<file path="src/rtl/hex_pkg.sv">
// Shared seven-segment definitions for hex_display_ctrl: segment bit order,
// on-polarity glyphs for the 16 hex codes, and the polarity helper.
package hex_pkg;

    // Bit positions within a 7-bit segment field (bit 6 = g ... bit 0 = a).
    typedef enum int {
        SEG_A = 0,
        SEG_B = 1,
        SEG_C = 2,
        SEG_D = 3,
        SEG_E = 4,
        SEG_F_BIT = 5,
        SEG_G = 6
    } seg_bit_e;

    localparam int SEG_W = 7;

    localparam logic [SEG_W-1:0] SEG_0 = 7'b0111111;
    localparam logic [SEG_W-1:0] SEG_1 = 7'b0000110;
    localparam logic [SEG_W-1:0] SEG_2 = 7'b1011011;
    localparam logic [SEG_W-1:0] SEG_3 = 7'b1001111;
    localparam logic [SEG_W-1:0] SEG_4 = 7'b1100110;
    localparam logic [SEG_W-1:0] SEG_5 = 7'b1101101;
    localparam logic [SEG_W-1:0] SEG_6 = 7'b1111101;
    localparam logic [SEG_W-1:0] SEG_7 = 7'b0000111;
    localparam logic [SEG_W-1:0] SEG_8 = 7'b1111111;
    localparam logic [SEG_W-1:0] SEG_9 = 7'b1101111;
    localparam logic [SEG_W-1:0] SEG_A_GLYPH = 7'b1110111;
    localparam logic [SEG_W-1:0] SEG_B_GLYPH = 7'b1111100;
    localparam logic [SEG_W-1:0] SEG_C_GLYPH = 7'b0111001;
    localparam logic [SEG_W-1:0] SEG_D_GLYPH = 7'b1011110;
    localparam logic [SEG_W-1:0] SEG_E_GLYPH = 7'b1111001;
    localparam logic [SEG_W-1:0] SEG_F_GLYPH = 7'b1110001;

    localparam logic [SEG_W-1:0] SEG_OFF_ON_POLARITY = 7'b0000000;

    // Convert an on-polarity pattern to the pin polarity of the board.
    function automatic logic [SEG_W-1:0] apply_polarity(input logic [SEG_W-1:0] on_pattern,
                                                        input bit active_low);
        return active_low ? ~on_pattern : on_pattern;
    endfunction

endpackage

</file>
<file path="src/rtl/seg7_decode.sv">
// Combinational hex nibble to on-polarity seven-segment decoder (gfedcba).
module seg7_decode
    import hex_pkg::*;
(
    input  logic [3:0]       digit,
    output logic [SEG_W-1:0] seg
);

    always_comb begin
        seg = SEG_OFF_ON_POLARITY;
        case (digit)
            4'h0: seg = SEG_0;
            4'h1: seg = SEG_1;
            4'h2: seg = SEG_2;
            4'h3: seg = SEG_3;
            4'h4: seg = SEG_4;
            4'h5: seg = SEG_5;
            4'h6: seg = SEG_6;
            4'h7: seg = SEG_7;
            4'h8: seg = SEG_8;
            4'h9: seg = SEG_9;
            4'hA: seg = SEG_A_GLYPH;
            4'hB: seg = SEG_B_GLYPH;
            4'hC: seg = SEG_C_GLYPH;
            4'hD: seg = SEG_D_GLYPH;
            4'hE: seg = SEG_E_GLYPH;
            4'hF: seg = SEG_F_GLYPH;
            default: seg = SEG_OFF_ON_POLARITY;
        endcase
    end

endmodule

</file>
<file path="src/rtl/hex_display_ctrl.sv">
// Multi-digit seven-segment controller with leading-zero blanking and polarity select.
// Per-digit blinking is built only when HEX_DISPLAY_BLINK_EN is defined.
module hex_display_ctrl
    import hex_pkg::*;
#(
    parameter int NUM_DIGITS = 6,
    parameter int BLINK_DIV  = 25_000_000,
    parameter bit ACTIVE_LOW = 1'b1
) (
    input  logic                    clk,
    input  logic                    rst,
    input  logic                    load,
    input  logic [4*NUM_DIGITS-1:0] value,
    input  logic                    blank_lz,
    input  logic [NUM_DIGITS-1:0]   blink_mask,
    output logic [7*NUM_DIGITS-1:0] hex
);

    localparam int HEX_W = SEG_W * NUM_DIGITS;
    localparam logic [HEX_W-1:0] HEX_OFF = ACTIVE_LOW ? {HEX_W{1'b1}} : {HEX_W{1'b0}};

    logic [4*NUM_DIGITS-1:0] value_reg;
    logic                    lz_reg;
    logic [HEX_W-1:0]        hex_reg;
    logic [HEX_W-1:0]        hex_next;
    logic [NUM_DIGITS-1:0]   blink_blank;
    logic [NUM_DIGITS-1:0]   digit_blank;
    logic [NUM_DIGITS:1]     zero_above;
    logic [SEG_W-1:0]        seg_on [NUM_DIGITS];

    always_ff @(posedge clk) begin
        if (rst) begin
            value_reg <= '0;
            lz_reg    <= 1'b0;
            hex_reg   <= HEX_OFF;
        end else begin
            if (load) begin
                value_reg <= value;
                lz_reg    <= blank_lz;
            end
            hex_reg <= hex_next;
        end
    end

`ifdef HEX_DISPLAY_BLINK_EN
    localparam int CNT_W = (BLINK_DIV > 1) ? $clog2(BLINK_DIV) : 1;
    localparam logic [CNT_W-1:0] CNT_MAX = CNT_W'(BLINK_DIV - 1);

    logic [CNT_W-1:0]      cnt_reg;
    logic                  phase_reg;
    logic [NUM_DIGITS-1:0] mask_reg;

    // The blink timebase free-runs; load never disturbs it.
    always_ff @(posedge clk) begin
        if (rst) begin
            cnt_reg   <= '0;
            phase_reg <= 1'b0;
            mask_reg  <= '0;
        end else begin
            if (cnt_reg == CNT_MAX) begin
                cnt_reg   <= '0;
                phase_reg <= ~phase_reg;
            end else begin
                cnt_reg <= cnt_reg + 1'b1;
            end
            if (load) begin
                mask_reg <= blink_mask;
            end
        end
    end

    assign blink_blank = phase_reg ? mask_reg : '0;
`else
    logic unused_blink;
    assign unused_blink = ^{blink_mask, (BLINK_DIV < 1)};
    assign blink_blank  = '0;
`endif

    assign zero_above[NUM_DIGITS] = 1'b1;

    for (genvar gi = 0; gi < NUM_DIGITS; gi++) begin : g_digit
        seg7_decode u_dec (
            .digit (value_reg[4*gi +: 4]),
            .seg   (seg_on[gi])
        );

        // Digit 0 is exempt from leading-zero blanking so a zero value still shows "0".
        if (gi == 0) begin : g_lsd
            assign digit_blank[gi] = blink_blank[gi];
        end else begin : g_upper
            assign zero_above[gi]  = (value_reg[4*gi +: 4] == 4'h0) && zero_above[gi+1];
            assign digit_blank[gi] = (lz_reg && zero_above[gi]) || blink_blank[gi];
        end

        assign hex_next[SEG_W*gi +: SEG_W] =
            apply_polarity(digit_blank[gi] ? SEG_OFF_ON_POLARITY : seg_on[gi], ACTIVE_LOW);
    end

    assign hex = hex_reg;

endmodule

</file>
<file path="config.mk">
export PLATFORM = sky130hd
export DESIGN_NAME = hex_display_ctrl
export DESIGN_NICKNAME = d
export VERILOG_FILES = /design/src/rtl/hex_pkg.sv /design/src/rtl/seg7_decode.sv /design/src/rtl/hex_display_ctrl.sv
export SDC_FILE = /design/constraint.sdc
export NUM_CORES = 1
export LEC_CHECK = 0
export CAP_MARGIN = 20
export CORE_ASPECT_RATIO = 0.9
export CORE_MARGIN = 2
export CORE_UTILIZATION = 51
export CTS_BUF_LIST = sky130_fd_sc_hd__clkbuf_16
export CTS_CLUSTER_DIAMETER = 120
export DETAILED_ROUTE_END_ITERATION = 12
export PLACE_DENSITY = 0.81
export SYNTH_ARGS = -nofsm -noshare
export SYNTH_HDL_FRONTEND = slang
export SYNTH_HIERARCHICAL = 1
export SYNTH_SLANG_ARGS = --single-unit
export TNS_END_PERCENT = 10
</file>
<file path="constraint.sdc">
create_clock -name clk -period 2.1 [get_ports clk]
set_clock_uncertainty 0.1 [all_clocks]
set_input_delay 0.315 -clock clk [delete_from_list [all_inputs] [get_ports clk]]
set_output_delay 0.315 -clock clk [all_outputs]
set_load 0.02 [all_outputs]
</file>
# Yosys cells after proc, flatten, opt, wreduce, memory -nomap -nowiden
# Memories as Yosys holds them, arrays and structs flattened. A register that Yosys moved wholly into a read port is not among the register bits.
# Index checks and enable logic that the tools add are counted.
# W data, S select, Z words.
[op_classes]
muxes = 17
bitwise = 6
n_reduce_logical = 14
[op_table]
columns = ["operator", "count"]
rows = [
  ["$mux W4", 12],
  ["$not A7 Y7", 6],
  ["$mux W7", 5],
  ["$logic_not A4 Y1", 5],
  ["$logic_and A1 B1 Y1", 9],
]
[totals]
reg_bits = 67
romBits = 672
in_bits = 34
out_inout_bits = 42
word_cells = 46
n_memories = 6
[memory_table]
columns = ["name", "words", "width", "read_ports", "rd_clocked_by_memory_dff", "wr", "line", "source"]
rows = [
  ["(no name shown)", 16, 7, 1, 1, 0, "seg7_decode.sv:11", "case (digit)"],
  ["(no name shown)", 16, 7, 1, 1, 0, "seg7_decode.sv:11", ""],
  ["(no name shown)", 16, 7, 1, 1, 0, "seg7_decode.sv:11", ""],
  ["(no name shown)", 16, 7, 1, 1, 0, "seg7_decode.sv:11", ""],
  ["(no name shown)", 16, 7, 1, 1, 0, "seg7_decode.sv:11", ""],
  ["(no name shown)", 16, 7, 1, 1, 0, "seg7_decode.sv:11", ""],
]

# Logic depth before layout (Yosys ltp)
# Gate-level depths: netlist of run 1.
[depth]
depth_word = 8
ltp_mapped = 5

# Hierarchy
# Netlist of run 1, hierarchy kept.
[modules_own_cells]
columns = ["mod", "n_inst", "cells_per_inst", "area_each_um2", "seq_area_each_um2"]
rows = [
  ["hex_display_ctrl", 1, 180, 2135.8, 1341.3],
  ["seg7_decode (g_digit[1].u_dec ...)", 5, 33, 286.5, 0.0],
  ["seg7_decode (g_digit[0].u_dec)", 1, 33, 282.8, 0.0],
]

# Worst setup path before layout of run 1
# No wires, ideal clock.
[synth_timing]
path_type = "register to register"
from = "register value_reg[20]"
to = "register hex_reg[38], in the netlist hex[38]"
setup_time_ps = 62
arrival_time_ps = 1374
setup_slack_ps = 564
path_stages_with_launch = 5
path_buffers = 0
cell_sequence = "dfxtp_1 > inv_1 > ha_1 > mux4_1 > nand2_1"
[synth_between]
elab_chain_cells = 4
[synth_rtl]
columns = ["item", "line", "source"]
rows = [
  ["start, declared", "hex_display_ctrl.sv:22", "logic [4*NUM_DIGITS-1:0] value_reg;"],
  ["start signal, assigned", "hex_display_ctrl.sv:38", "value_reg <= value;"],
  ["$logic_not A4 Y1", "hex_display_ctrl.sv:91", "assign zero_above[gi] = (value_reg[4*gi +: 4] == 4'h0) && zero_above[gi+1];"],
  ["$logic_and A1 B1 Y1", "hex_display_ctrl.sv:92", "assign digit_blank[gi] = (lz_reg && zero_above[gi]) || blink_blank[gi];"],
  ["$mux W7", "hex_display_ctrl.sv:96", "apply_polarity(digit_blank[gi] ? SEG_OFF_ON_POLARITY : seg_on[gi], ACTIVE_LOW);"],
  ["$not A7 Y7", "hex_pkg.sv:40", "return active_low ? ~on_pattern : on_pattern;"],
  ["end signal, assigned", "hex_display_ctrl.sv:41", "hex_reg <= hex_next;"],
  ["end, declared", "hex_display_ctrl.sv:24", "logic [HEX_W-1:0] hex_reg;"],
]
# Every way passes these cells.
# A chain may end at the register's enable or synchronous reset.

# Worst setup path after layout of run 1
[layout_timing]
from = "register value_reg[8]"
to = "register hex_reg[15], in the netlist hex[15]"
[layout_between]
elab_chain_cells = 5
[layout_rtl]
columns = ["item", "line"]
rows = [
  ["$logic_not A4 Y1", "hex_display_ctrl.sv:91"],
  ["$logic_and A1 B1 Y1", "hex_display_ctrl.sv:91"],
  ["$logic_and A1 B1 Y1", "hex_display_ctrl.sv:92"],
  ["$mux W7", "hex_display_ctrl.sv:96"],
  ["$not A7 Y7", "hex_pkg.sv:40"],
]
# Every way passes these cells.

==> results.yml, run 1 <==
grt:
  grt_antenna_before_repair: 0
  grt_remaining_overflow: 0
  first_global_vias: 2757
  grt_start_max_net_pins: 19
  grt_pass1_wl_mm: 12.65
  groute.usage.overall_pct: 19.62
power_and_ir_drop:
  power_density_nw_per_um2: 771.9
  static-leakage-power_nw: 2.131
  worst_ir_drop_vdd_v: 0.0007867
  fin_total_pwr_w: 0.003785
critical_path:
  critical_path_required_ns: 2.20
  worst-endpoint-arrival_ns: 1.86
  rr_endpoint: "hex[15]$_SDFF_PP1_"
  timing.critical_path.cells: "inv_1, ha_1, nor2b_1, o31ai_1, o211ai_2"
  critical_path_buf_inv_count: 1
  setup.reg_to_reg.worst_slack_ns: 0.34
  reg2regPathDepth: 5
  timing.critical_path.slowest_stage_cell: "sky130_fd_sc_hd__dfxtp_1"
  worst_r2r_startpoint: "value_reg[8]$_SDFFE_PP0P_"
  setup.worst_path.start_class: "flop"
  critPathCaptureType: "flop"
  cpPeakStageDelay_ns: 0.42
  timing.critical_path.fanout_max: 6
  timing_worst_setup_path_type: "reg -> reg"
  crit_family: "compound AO/OA/AOI/OAI gates"
clock_network:
  cts_resized: 0
  cts.sinks: 67
  cts-hold-fix-buffers: 0
  worst_setup_hold_path_clk_slew_ns: 0.06
  tritoncts_clock_tree: "built"
  numCtsBuffers: 9
  cts.htree.levels: 3
  cts.path.max_buffers: 2
  postCtsSetupRepairBufs: 0
  clock_latency_ns: 0.32
  cts_root_buffer: "sky130_fd_sc_hd__clkbuf_16"
worst_hold_path:
  hold_path_depth: 3
  worstHoldStart: "load"
  holdCritPathClass: "in -> reg"
  hold_end: "value_reg[0]$_SDFFE_PP0P_"
timing:
  shortest_period_the_worst_path_allows_ns: 1.759
  hold_viol: 0
  maximum_clock_frequency_mhz: 568.5
  layout_worst_path_cycle_share_pct: 83.76
  max-slew-margin-rel_pct: 60.94
  report.final.setup_viol: 0
  report.final.slew_viol_count: 0
  setup_repair_after_global_routing_missed_its_margin: "false"
  worst_slew_pin_slew_ns: 0.5850
  timing.setup.tns_ns: 0
cells_and_area:
  final-seq-area_um2: 1341
  drive_above_1_share_pct: 15.33
  final_core_util_pct: 65.98
  nets: 521
  largest_register_ffs: 42
  nFillCells: 571
  layout.cells.most_common: "sky130_fd_sc_hd__clkdlybuf4s50_1"
  most_used_cells_in_the_layout_excluding_fill_and_tap_cells: "sky130_fd_sc_hd__clkdlybuf4s50_1, sky130_fd_sc_hd__dfxtp_1, sky130_fd_sc_hd__ha_1"
  area_growth_pct: 27.32
  antenna_cells: 0
  stdcell_area_um2: 4903
  stdcell_count: 546
  multi_input_area_um2: 2212
placed_design:
  hpwlAfterDp_mm: 5.497
  routabilityCongestion: 0.8909
  place.detailed.instances: 530
  place.port_buffers: 69
  dpl-instance-area_um2: 4593
floorplan:
  die-area_um2: 8264
  io_pins: 76
  std_cell_rows: 30
  core_box_area_um2: 7432
  initial_core_util_pct: 51.82
  horizontal_die_dimension_um: 95.60
  chipHeight_um: 86.44
status:
  status: "finished clean"
routing:
  drt_first_pass_iters: 5
  m1WireLength_mm: 3.258
  post_drt_via_cell_ratio: 5.189
  num_vias: 2833
  drt_wl_total_mm: 7.710
  detail_route.wl_per_cell_um: 14.12
  dr_wl_met3_um: 337
  length_of_routed_met2_wiring_mm: 3.996
  antenna_left: 0
  maxUsedRoutingLayer: "met4"
  drc_errors: 0
  drt_iter0_markers: 128
yosys:
  synthesis.yosys.warnings: 6
  post_synth_edffs: 0
  synth.avg_cell_area_um2: 10.19
  synth-async-reset-ratio_pct: 0
  ys_top_cells_by_area: "sky130_fd_sc_hd__dfxtp_1, sky130_fd_sc_hd__ha_1, sky130_fd_sc_hd__mux2i_1, sky130_fd_sc_hd__o211ai_2, sky130_fd_sc_hd__mux2_2"
  synthesized_nets: 454
  part_of_the_yosys_area_used_for_sequential_elements_pct: 34.83
  synth_ff_type: "sky130_fd_sc_hd__dfxtp_1"
  synthDistinctLibCells: 34
  ys_seq_elements: 67
  synthesis.instances: 378
  netlist.area_leader.share_pct: 34.83
  synth_top_cell_by_area: "sky130_fd_sc_hd__dfxtp_1"
  syn_area_um2: 3851
job:
  cap_viol_max_count: 0
## cells in the mapped netlist, types with 3 or more instances
| master | n |
|---|---|
| sky130_fd_sc_hd__a21o_2 | 5 |
| sky130_fd_sc_hd__a21oi_1 | 7 |
| sky130_fd_sc_hd__a22oi_1 | 12 |
| sky130_fd_sc_hd__a32oi_1 | 6 |
| sky130_fd_sc_hd__buf_2 | 8 |
| sky130_fd_sc_hd__buf_6 | 8 |
| sky130_fd_sc_hd__clkbuf_1 | 3 |
| sky130_fd_sc_hd__dfxtp_1 | 67 |
| sky130_fd_sc_hd__ha_1 | 42 |
| sky130_fd_sc_hd__inv_1 | 36 |
| sky130_fd_sc_hd__mux2_2 | 13 |
| sky130_fd_sc_hd__mux2_4 | 5 |
| sky130_fd_sc_hd__mux2i_1 | 37 |
| sky130_fd_sc_hd__mux4_1 | 5 |
| sky130_fd_sc_hd__nand2_1 | 28 |
| sky130_fd_sc_hd__nand2b_1 | 6 |
| sky130_fd_sc_hd__nor2_1 | 37 |
| sky130_fd_sc_hd__nor2b_1 | 12 |
| sky130_fd_sc_hd__nor3_1 | 6 |
| sky130_fd_sc_hd__o211ai_2 | 14 |
| sky130_fd_sc_hd__o31ai_1 | 6 |
## final cells by class
type	instances	share of cell area, %
clock buffers	9	4.593
well taps	96	2.450
inverters	37	2.883
multi-input cells	252	45.11
clock inverters	7	1.735
repair buffers	78	15.87
flip-flops and latches	67	27.35
## how the worst max path moves through the flow
stage                                           from                 end  cells past startpoint
after floorplan           value_reg[20]$_SDFFE_PP0P_  hex[38]$_SDFF_PP1_                      4
after global placement                           rst  hex[22]$_SDFF_PP1_                      5
after detailed placement                         rst  hex[25]$_SDFF_PP1_                      5
after CTS                  value_reg[8]$_SDFFE_PP0P_  hex[15]$_SDFF_PP1_                      5
after global routing       value_reg[8]$_SDFFE_PP0P_  hex[15]$_SDFF_PP1_                      5
final                      value_reg[8]$_SDFFE_PP0P_  hex[15]$_SDFF_PP1_                      5
## power breakdown
group          total, W  switching (W)  internal [W]
clock           0.00155       0.000524       0.00102
combinational  0.000764       0.000368      0.000396
sequential      0.00147      0.0000918       0.00138
## cells by family (layout without fill, tap and decap cells)
group                    Yosys count  in the layout  share of synthesized area (%)
AND/OR/NAND/NOR                   96             96                          12.38
flip-flops                        67             67                          34.83
buffers and inverters             59            131                          7.733
adder cells (fa/ha/maj)           42             42                          13.65
AO/OA/AOI/OAI                     53             53                          12.05
multiplexers                      61             61                          19.36
## tightest hold or removal path: cells and delay by family
kind	cells	cell delay, ns
buffers and inverters	1	0.23
multiplexers	1	0.16
AND/OR/NAND/NOR	1	0.07
## stage by stage
stage / hold WS (ns) / setup slack, ns
finish: 0.3943 / 0.3410
global route: 0.4175 / 0.2294
CTS: 0.3930 / 0.3499
detailed placement: 0.4617 / 0.3703
global placement: 0.4645 / 0.4198
floorplan: 0.3347 / 0.5640
## metal layers
metal	track usage [%]	up-vias
met4	6.623	0
li1	-	1426
met5	0	-
met2	35.66	61
met1	22.13	1333
met3	5.043	13
(Power assumes the default switching activity.)
==> inputs of run 2 (changes only) <==
--- a/config.mk
+++ b/config.mk
@@ -8,11 +8,11 @@
 export CAP_MARGIN = 20
 export CORE_ASPECT_RATIO = 0.9
 export CORE_MARGIN = 2
-export CORE_UTILIZATION = 51
+export CORE_UTILIZATION = 46
 export CTS_BUF_LIST = sky130_fd_sc_hd__clkbuf_16
 export CTS_CLUSTER_DIAMETER = 120
 export DETAILED_ROUTE_END_ITERATION = 12
-export PLACE_DENSITY = 0.81
+export PLACE_DENSITY = 0.77
 export SYNTH_ARGS = -nofsm -noshare
 export SYNTH_HDL_FRONTEND = slang
 export SYNTH_HIERARCHICAL = 1
==> constraint.sdc (replaced) <==
create_clock -name clk -period 1.53 [get_ports clk]
set_clock_uncertainty 0.1 [all_clocks]
set_input_delay 0.2295 -clock clk [delete_from_list [all_inputs] [get_ports clk]]
set_output_delay 0.2295 -clock clk [all_outputs]
set_load 0.02 [all_outputs]
==> results.yml, run 2 (synthesized netlist as in run 1, its figures left out) <==
cells_and_area:
  stdcell_area_um2: 5182
  area_growth_pct: 34.57
  nets: 560
  largest_register_ffs: 42
  layout.cells.most_common: "sky130_fd_sc_hd__dfxtp_1"
  antenna_cells: 0
  most_used_cells_in_the_layout_excluding_fill_and_tap_cells: "sky130_fd_sc_hd__dfxtp_1, sky130_fd_sc_hd__buf_4, sky130_fd_sc_hd__dlygate4sd2_1"
  stdcell_count: 588
  drive_above_1_share_pct: 26.38
power_and_ir_drop:
  worst_ir_drop_vdd_v: 0.0005667
  switching_share_pct: 26.74
  seq_power_share_pct: 39.4
  share_comb_of_total_power_pct: 22.4
  static-leakage-power_nw: 2.333
  power.internal_w: 0.003672
  power_density_nw_per_um2: 967.2
  total_switching_power_w: 0.001340
  pwr-share-clk_pct: 38.1
grt:
  first_global_vias: 2883
  grt_remaining_overflow: 0
  groute.usage.overall_pct: 17.56
  grt_pass1_wl_mm: 12.81
  grt_start_max_net_pins: 26
  grt_antenna_before_repair: 0
timing:
  max-slew-margin-rel_pct: 74.61
  shortest_period_the_worst_path_allows_ns: 1.510
  maximum_clock_frequency_mhz: 662.2
  report.final.slew_viol_count: 0
  whs_ns: 0.3289
  report.final.setup_viol: 0
  setup_repair_after_global_routing_missed_its_margin: "true"
  finalWorstSetupSlack_ns: 0.01995
  timing.setup.tns_ns: 0
  worst_slew_pin_slew_ns: 0.3803
  layout_worst_path_cycle_share_pct: 98.70
  hold_viol: 0
clock_network:
  cts.sinks: 67
  postCtsSetupRepairBufs: 0
  numCtsBuffers: 9
  cts.path.max_buffers: 2
  worst_setup_hold_path_clk_slew_ns: 0.05
  cts_root_buffer: "sky130_fd_sc_hd__clkbuf_16"
  tritoncts_clock_tree: "built"
  clock_latency_ns: 0.32
  cts-hold-fix-buffers: 0
  cts.htree.levels: 3
critical_path:
  timing_worst_setup_path_type: "reg -> reg"
  critPathCaptureType: "flop"
  worst-endpoint-arrival_ns: 1.66
  setup.worst_path.start_class: "flop"
  critical_path_required_ns: 1.68
  cpPeakStageDelay_ns: 0.48
  timing.critical_path.slowest_stage_cell: "sky130_fd_sc_hd__mux4_2"
  crit_family: "multiplexers"
  timing.critical_path.cells: "inv_1, ha_1, mux4_2, o211ai_2"
  timing.critical_path.fanout_max: 4
  critical_path_buf_inv_count: 1
floorplan:
  std_cell_rows: 31
  initial_core_util_pct: 47.51
  chipHeight_um: 90.81
  horizontal_die_dimension_um: 100.5
  io_pins: 76
  die-area_um2: 9121
  core_box_area_um2: 8107
routing:
  drt_iter0_markers: 66
  drt_first_pass_iters: 4
  detail_route.wl_per_cell_um: 13.64
  antenna_left: 0
  post_drt_via_cell_ratio: 5.092
  num_vias: 2994
  drt_wl_total_mm: 8.022
  drc_errors: 0
placed_design:
  place_worst_setup_slack_ns: -0.04650
  place.port_buffers: 69
  dpl-instance-area_um2: 4903
  routabilityCongestion: 0.8335
  hpwlAfterDp_mm: 5.985
  place.detailed.instances: 572
job:
  cap_viol_max_count: 0
status:
  status: "finished clean"
worst_hold_path:
  holdCritPathClass: "in -> reg"
-- run 2: cell types whose count changed in the layout (fill, tap and decap cells not counted), sizes merged --
cell           change
buf               +39
bufinv             -1
clkdlybuf4s50     -42
dlygate4sd2       +42
clkinv             +1
clkinvlp           -1
inv                +1
-- run 2: power groups by stage --
stage,clock network (W),logic (W),registers [W]
floorplan,0,0.000573,0.00214
global placement,0,0.00115,0.00201
detailed placement,0,0.00118,0.00201
CTS,0.00195,0.00112,0.00197
global route,0.00203,0.00122,0.00199
finish,0.00191,0.00112,0.00198
-- run 2: routing by layer --
metal	part of all wire, %	GRT usage, %	up-vias
met3	3.5	4.489	17
met4	1.9	7.192	0
met2	52	32.89	70
met5	0	0	-
met1	42	18.30	1391
li1	-	-	1516
-- run 2: area by class of cell --
type,instances,area [um2]
fillers,647,2924
multi-input cells,252,2245
flip-flops and latches,67,1364
repair buffers,117,1031
clock buffers,9,225.2
inverters,37,141.4
well taps,99,123.9
clock inverters,7,52.55
-- run 2: final timing paths --
| path | startpoint | slack, ns | depth (start not counted) | endpoint |
|---|---|---|---|---|
| max | value_reg[9]$_SDFFE_PP0P_ | 0.02 | 4 | hex[17]$_SDFF_PP1_ |
| min | load | 0.33 | 4 | value_reg[23]$_SDFFE_PP0P_ |
| max reg2reg | value_reg[9]$_SDFFE_PP0P_ | 0.02 | 4 | hex[17]$_SDFF_PP1_ |
| min reg2reg | value_reg[4]$_SDFFE_PP0P_ | 0.42 | 2 | value_reg[4]$_SDFFE_PP0P_ |
-- run 2: what timing repair did --
item | in CTS | in global routing
setup endpoints to repair | 46 | 28
gates resized for setup | 49 | 21
pin swaps | 0 | 6
-- run 2: worst register-to-register path, cell delays in order, from the launching register on --
cell                       delay [ns]
sky130_fd_sc_hd__dfxtp_2         0.35
sky130_fd_sc_hd__inv_1           0.10
sky130_fd_sc_hd__ha_1            0.31
sky130_fd_sc_hd__mux4_2          0.48
sky130_fd_sc_hd__o211ai_2        0.09
-- run 2: stage by stage --
| step | utilization (%) | total power (W) |
|---|---|---|
| final | 63.93 | 0.005013 |
| after detailed placement | 60.49 | 0.003195 |
| after global routing | 63.93 | 0.005241 |
| after floorplan | - | 0.002714 |
| after CTS | 63.33 | 0.005044 |
| after global placement | 60.49 | 0.003161 |
